## config.mk

```make
export PLATFORM = sky130hd
export DESIGN_NAME = pcss_spk_collector
export DESIGN_NICKNAME = d
export VERILOG_FILES = /design/src/rtl/pcss_spk_collector.sv
export SDC_FILE = /design/constraint.sdc
export NUM_CORES = 1
export LEC_CHECK = 0
export BUFFER_PORTS_ARGS = -buffer_cell sky130_fd_sc_hd__buf_2
export CAP_MARGIN = 20
export CORE_ASPECT_RATIO = 1.25
export CORE_MARGIN = 2
export CORE_UTILIZATION = 45
export DETAILED_ROUTE_END_ITERATION = 10
export HOLD_SLACK_MARGIN = 0.02
export SLEW_MARGIN = 15
export SYNTH_ARGS = -nofsm -noshare
export SYNTH_HDL_FRONTEND = slang
export SYNTH_SLANG_ARGS = --single-unit
```

## constraint.sdc

```tcl
create_clock -name clk -period 6.7 [get_ports clk]
set_clock_uncertainty 0.15 [all_clocks]
set_input_delay 1.005 -clock clk [delete_from_list [all_inputs] [get_ports clk]]
set_output_delay 1.005 -clock clk [all_outputs]
set_load 0.005 [all_outputs]
```

## src/rtl/pcss_spk_collector.sv

```systemverilog
// -----------------------------------------------------------------------------
// pcss_spk_collector
//
// Receive-side collector sitting behind pcss_inf. It takes the 64-bit stream of
// chip output words and groups them into tik windows. At every tik falling edge
// it inserts a boundary header. Everything is buffered in a first-word-fall-
// through FIFO toward the host DMA stream. An all-ones completion marker is
// replaced by an end header that carries tlast, and it sets a sticky done flag.
//
// Header layout (64 bit):
//   [63:48] tag       E1C0 = tik boundary, E1ED = end of run
//   [47:32] tik count  zero-extended
//   [31:16] 0
//   [15:0]  window word count (saturating)
//
// Ports:
//   clk, rst    system clock, asynchronous active-high reset
//   tik         chip tik, synchronous to clk
//   s_t*        input stream (s_tkeep is ignored)
//   m_t*        output stream toward DMA; m_tkeep is constant 8'hFF
//   done        sticky, the completion marker has been received
//   hdr_ovf     sticky, a tik header was dropped because one was still pending
//   tik_cnt     number of completed tik windows, wraps
// -----------------------------------------------------------------------------
module pcss_spk_collector #(
    parameter int DATA_WIDTH = 64,
    parameter int TIK_CNT    = 8,
    parameter int FIFO_DEPTH = 16
) (
    input  logic                  clk,
    input  logic                  rst,
    input  logic                  tik,
    input  logic [DATA_WIDTH-1:0] s_tdata,
    input  logic                  s_tvalid,
    output logic                  s_tready,
    input  logic [7:0]            s_tkeep,
    output logic [DATA_WIDTH-1:0] m_tdata,
    output logic                  m_tvalid,
    output logic                  m_tlast,
    output logic [7:0]            m_tkeep,
    input  logic                  m_tready,
    output logic                  done,
    output logic                  hdr_ovf,
    output logic [TIK_CNT-1:0]    tik_cnt
);

    localparam int AW = $clog2(FIFO_DEPTH);
    localparam logic [AW:0]         PTR_ONE = 1;
    localparam logic [TIK_CNT-1:0]  TIK_ONE = 1;
    localparam logic [15:0]         TAG_TIK = 16'hE1C0;
    localparam logic [15:0]         TAG_END = 16'hE1ED;

    // FIFO storage and pointers (extra wrap bit distinguishes full from empty)
    logic [DATA_WIDTH:0]   r_mem [FIFO_DEPTH];
    logic [AW:0]           r_wr_ptr;
    logic [AW:0]           r_rd_ptr;

    // Tik tracking and pending headers
    logic                  r_tik_dly;
    logic [TIK_CNT-1:0]    r_tik_cnt;
    logic [15:0]           r_win_cnt;
    logic                  r_hdr_pend;
    logic [DATA_WIDTH-1:0] r_hdr_word;
    logic                  r_end_pend;
    logic [DATA_WIDTH-1:0] r_end_word;
    logic                  r_done;
    logic                  r_hdr_ovf;

    logic                  w_full;
    logic                  w_empty;
    logic                  w_fall;
    logic                  w_accept;
    logic                  w_marker;
    logic                  w_data_acc;
    logic [15:0]           w_win_inc;
    logic [15:0]           w_win_hdr;
    logic [15:0]           w_tik16;
    logic [15:0]           w_tik16_next;
    logic                  w_wr_en;
    logic [DATA_WIDTH:0]   w_wr_entry;
    logic                  w_hdr_wr;
    logic                  w_end_wr;
    logic                  w_rd_en;
    logic [DATA_WIDTH:0]   w_rd_entry;
    logic                  w_unused;

    assign w_unused = ^s_tkeep;

    assign w_full  = (r_wr_ptr[AW] != r_rd_ptr[AW]) &&
                     (r_wr_ptr[AW-1:0] == r_rd_ptr[AW-1:0]);
    assign w_empty = (r_wr_ptr == r_rd_ptr);
    assign w_fall  = r_tik_dly & ~tik;

    // Ready depends only on state, never on s_tvalid; held low during reset.
    assign s_tready   = ~rst & ~w_full & ~r_hdr_pend & ~r_end_pend & ~r_done;
    assign w_accept   = s_tvalid & s_tready;
    assign w_marker   = w_accept & (s_tdata == {DATA_WIDTH{1'b1}});
    assign w_data_acc = w_accept & ~w_marker;

    assign w_win_inc    = (r_win_cnt == 16'hFFFF) ? r_win_cnt : r_win_cnt + 16'd1;
    // Header count includes a word accepted in the same cycle as the fall.
    assign w_win_hdr    = w_data_acc ? w_win_inc : r_win_cnt;
    assign w_tik16      = 16'(r_tik_cnt);
    assign w_tik16_next = 16'(r_tik_cnt + TIK_ONE);

    // Single FIFO write port: tik header, then end header, then input data.
    always_comb begin
        // NOTE: every output of this block gets a default first so no latch is inferred.
        w_wr_en    = 1'b0;
        w_wr_entry = '0;
        if (!w_full) begin
            if (r_hdr_pend) begin
                w_wr_en    = 1'b1;
                w_wr_entry = {1'b0, r_hdr_word};
            end else if (r_end_pend) begin
                w_wr_en    = 1'b1;
                w_wr_entry = {1'b1, r_end_word};
            end else if (w_data_acc) begin
                w_wr_en    = 1'b1;
                w_wr_entry = {1'b0, s_tdata};
            end
        end
    end

    assign w_hdr_wr = w_wr_en & r_hdr_pend;
    assign w_end_wr = w_wr_en & ~r_hdr_pend & r_end_pend;
    assign w_rd_en  = m_tready & ~w_empty;

    // NOTE: the storage array has no reset; emptiness is defined by the pointers alone.
    always_ff @(posedge clk) begin
        if (w_wr_en) begin
            r_mem[r_wr_ptr[AW-1:0]] <= w_wr_entry;
        end
    end

    always_ff @(posedge clk or posedge rst) begin
        // NOTE: state registers use non-blocking assignments so all updates see pre-edge values.
        if (rst) begin
            r_wr_ptr   <= '0;
            r_rd_ptr   <= '0;
            r_tik_dly  <= 1'b0;
            r_tik_cnt  <= '0;
            r_win_cnt  <= '0;
            r_hdr_pend <= 1'b0;
            r_hdr_word <= '0;
            r_end_pend <= 1'b0;
            r_end_word <= '0;
            r_done     <= 1'b0;
            r_hdr_ovf  <= 1'b0;
        end else begin
            r_tik_dly <= tik;

            if (w_wr_en) r_wr_ptr <= r_wr_ptr + PTR_ONE;
            if (w_rd_en) r_rd_ptr <= r_rd_ptr + PTR_ONE;

            if (w_fall) begin
                r_tik_cnt <= r_tik_cnt + TIK_ONE;
                r_win_cnt <= '0;
            end else if (w_data_acc) begin
                r_win_cnt <= w_win_inc;
            end

            // A fall while a header is still pending loses the new header.
            if (w_fall && !r_hdr_pend) begin
                r_hdr_pend <= 1'b1;
                r_hdr_word <= {TAG_TIK, w_tik16, 16'h0000, w_win_hdr};
            end else if (w_hdr_wr) begin
                r_hdr_pend <= 1'b0;
            end
            if (w_fall && r_hdr_pend) begin
                r_hdr_ovf <= 1'b1;
            end

            // A marker coinciding with a fall belongs to the new, empty window.
            if (w_marker) begin
                r_end_pend <= 1'b1;
                r_done     <= 1'b1;
                r_end_word <= w_fall ? {TAG_END, w_tik16_next, 16'h0000, 16'h0000}
                                     : {TAG_END, w_tik16, 16'h0000, r_win_cnt};
            end else if (w_end_wr) begin
                r_end_pend <= 1'b0;
            end
        end
    end

    // First-word-fall-through read side; data forced to zero when empty.
    assign w_rd_entry = r_mem[r_rd_ptr[AW-1:0]];
    assign m_tvalid   = ~w_empty;
    assign m_tdata    = w_empty ? '0 : w_rd_entry[DATA_WIDTH-1:0];
    assign m_tlast    = w_empty ? 1'b0 : w_rd_entry[DATA_WIDTH];
    assign m_tkeep    = 8'hFF;
    assign done       = r_done;
    assign hdr_ovf    = r_hdr_ovf;
    assign tik_cnt    = r_tik_cnt;

endmodule

```

==> reports/qor.txt <==
# diodes - 0
Post-Syn Area per Cell - 21.1 µm²
Post-Place Setup Slack - 1.52 ns
routability cong. - 0.773
I/O pins - 162
die width - 285 µm
DP HPWL - 56900 µm
endpoints failing setup - 0
hold_ws - 0.147 ns
vias in the first global route - 22800
Resized cells post-CTS - 0
ys async rst share - 7.88%
Netlist cell types - 50
Worst-path clk slew - 0.06 ns
Die ar. - 101000 µm²
post-layout util - 51.7%
Slew Viols, Final - 0
setup ws final - 1.25 ns
buffers added on ports - 145
Worst Path Arrival - 4.30 ns
RSZ-0062 raised after global routing - no
Post-Syn Area - 44400 µm²
setup TNS - 0 ns
residual DRC count - 0
final WL - 106000 µm
GRT Resource Usage Total - 21.1%
Initial DRC Count - 2097
Die Span Y - 355 µm
largest net degree at the start of global routing - 108
PwrDens - 404 nW/µm²
fmax - 0.183 GHz
antenna-violating nets left - 0
DP Area - 47200 µm²
CP endpoint kind - output port
Crit path required time - 5.54 ns
Finished Cell Area - 50500 µm²
routed length per instance - 28.7 µm
nets@finish - 2406
Overflow after GRT - 0
register bit total from synthesis - 1129
Critical Path Fanout Max - 45
Num CTS Buffers - 106
Mapped Cells - 2106
CTS sink count - 1129
fin crit share - 81.4%
Final Hold Fails - 0
Tmin final - 5.45 ns
Syn. warnings - 0
initial antenna violation count - 3
first-pass GRT wire length - 155000 µm
post-synthesis sequential area ratio - 75.3%
initial core utilization - 45.5%
Row Count - 128
Worst-Skew Late Latency - 0.68 ns
Area growth syn-to-layout - 13.6%
dominant synthesized flop cell - edfxtp_1
CP Class - reg -> out
CORE AREA - 97700 µm²
Pre-antenna DRT Iters - 5
placed cell count - 3511
Layout Cells excl Fill - 3705
status - finished, final reports clean
setup repair bufs after CTS - 0
TritonCTS clock tree - built
routed vias/inst - 5.83
Tightest Pin Transition - 1.06 ns
Max H-tree Level - 3
VDD IR max - 252 µV
Max-Cap Viols - 0
LEAKAGE - 16.9 nW
clock buffer depth - 3
root buffer cell - clkbuf_16
min-delay worst type - in -> async
cts hold-fix bufs - 0
EDFF count, synth - 1040
CP Launch Type - flop
Vias - 21600
total power - 20.4 mW
# fillers - 7810
Rel. slew slack - 29.4%
fraction of layout cells with a size suffix above 1 - 31.0%
path summary, 6_finish.rpt:
path | from | endpoint | slack [ns] | cells past startpoint
max in group asynchronous | rst | r_rd_ptr[2]$_DFFE_PP0P_ | 4.97 | 3
max | r_rd_ptr[1]$_DFFE_PP0P_ | m_tdata[30] | 1.25 | 6
max reg2reg | r_end_word[62]$_DFFE_PP0P_ | r_mem[11][62]$_DFFE_PP_ | 2.28 | 8
min | rst | r_end_word[37]$_DFFE_PP0P_ | 0.15 | 2
min reg2reg | r_end_word[3]$_DFFE_PP0P_ | r_end_word[3]$_DFFE_PP0P_ | 0.32 | 2
min in group clk | tik | r_tik_dly$_DFF_PP0_ | 0.32 | 1
flip-flops by register name (all words and copies together) (netlist names):
name and cells:
r_win_cnt 16, r_end_word 26, r_hdr_word 25, r_mem 1040, r_tik_dly 1, r_rd_ptr 5
r_hdr_pend 1, hdr_ovf 1, tik_cnt 8, r_end_pend 1, r_wr_ptr 5
power by group:
part	leakage, nW	switching (mW)	internal [mW]	total (mW)
Combinational	4.47	2.87	2.91	5.78
Clock	1.59	2.55	3.22	5.77
Sequential	10.8	0.446	8.42	8.86
layout make-up:
type / instances / area, µm² / share of cell area, %
multi-input combinational: 848 / 10500 / 20.8
tap: 1300 / 1630 / 3.22
inverter: 6 / 23.8 / 0.0471
clock inverter: 59 / 532 / 1.05
timing repair buffer: 231 / 1590 / 3.15
sequential: 1129 / 33500 / 66.3
clock buffer: 132 / 2750 / 5.45
cells in the mapped netlist (all sizes together), types with 2 or more instances:
cell       n  area share (%)
xnor2     12            0.24
nand2    115            0.97
nor3       9            0.10
o31ai      4           0.090
nor2b      4           0.056
or3        2           0.039
and2      73             1.0
a21o       2           0.034
nand3     13            0.15
a21oi     38            0.44
buf       57            0.74
nor3b      2           0.034
and4       2           0.039
dfrtp     89             5.0
xor2      18            0.39
o21ai     56            0.63
a41oi      2           0.039
inv        6           0.051
nor2      21            0.18
mux2      10            0.29
edfxtp  1040              70
and3      74             1.0
ha         7            0.20
nor4       7            0.13
clkbuf    73            0.62
mux4     325              16
nand4     29            0.41
nand2b     4           0.056
layer usage:
metal	GRT usage [%]	up-vias	part of all wire, %
met5	0	-	0
met2	35.9	664	51
met3	2.90	119	5.4
met4	5.53	0	1.9
met1	29.0	11700	42
li1	-	9103	-
kinds of logic after synthesis:
group / count (synthesis) / synth area share [%]
flops: 1129 / 75.3
fa+ha+maj: 7 / 0.197
simple gates: 357 / 4.27
compound gates: 110 / 1.39
xor+xnor: 30 / 0.625
buf+inv: 136 / 1.41
other cells: 1 / 0.00844
mux: 336 / 16.8
critical path, stage by stage, from the launching register on:
cell	delay, ns
dfrtp_4	0.93
buf_4	0.69
buf_4	0.64
mux4_2	0.44
mux4_2	0.54
and2_1	0.18
buf_2	0.12
layout by cell type, fill, tap and decap left out, types with 3 or more instances in the layout:
| cell | synthesis | final |
|---|---|---|
| edfxtp_1 | 1040 | 1040 |
| mux4_2 | 325 | 325 |
| buf_2 | 38 | 150 |
| nand2_1 | 115 | 115 |
| clkbuf_16 | 0 | 106 |
| dfrtp_1 | 89 | 85 |
| and2_1 | 72 | 71 |
| buf_4 | 10 | 63 |
| and3_1 | 74 | 60 |
| o21ai_0 | 56 | 53 |
| a21oi_1 | 37 | 34 |
| nand4_1 | 29 | 29 |
| clkbuf_1 | 73 | 26 |
| clkinv_1 | 0 | 22 |
| nor2_1 | 21 | 21 |
| buf_12 | 0 | 17 |
| xor2_1 | 16 | 16 |
| clkinv_2 | 0 | 16 |
| and3_4 | 0 | 14 |
| nand3_1 | 13 | 13 |
| xnor2_1 | 12 | 12 |
| conb_1 | 1 | 8 |
| bufinv_16 | 0 | 8 |
| nor3_1 | 9 | 7 |
| ha_1 | 7 | 7 |
| nor4_1 | 6 | 6 |
| mux2_2 | 6 | 6 |
| clkinvlp_4 | 0 | 6 |
| inv_1 | 6 | 5 |
| nor2b_1 | 4 | 4 |
| mux2_4 | 4 | 4 |
| inv_6 | 0 | 4 |
| dfrtp_4 | 0 | 4 |
| nand2b_1 | 4 | 3 |
| a21oi_2 | 1 | 3 |
| o21ai_1 | 0 | 3 |
(Power assumes the default switching activity.)
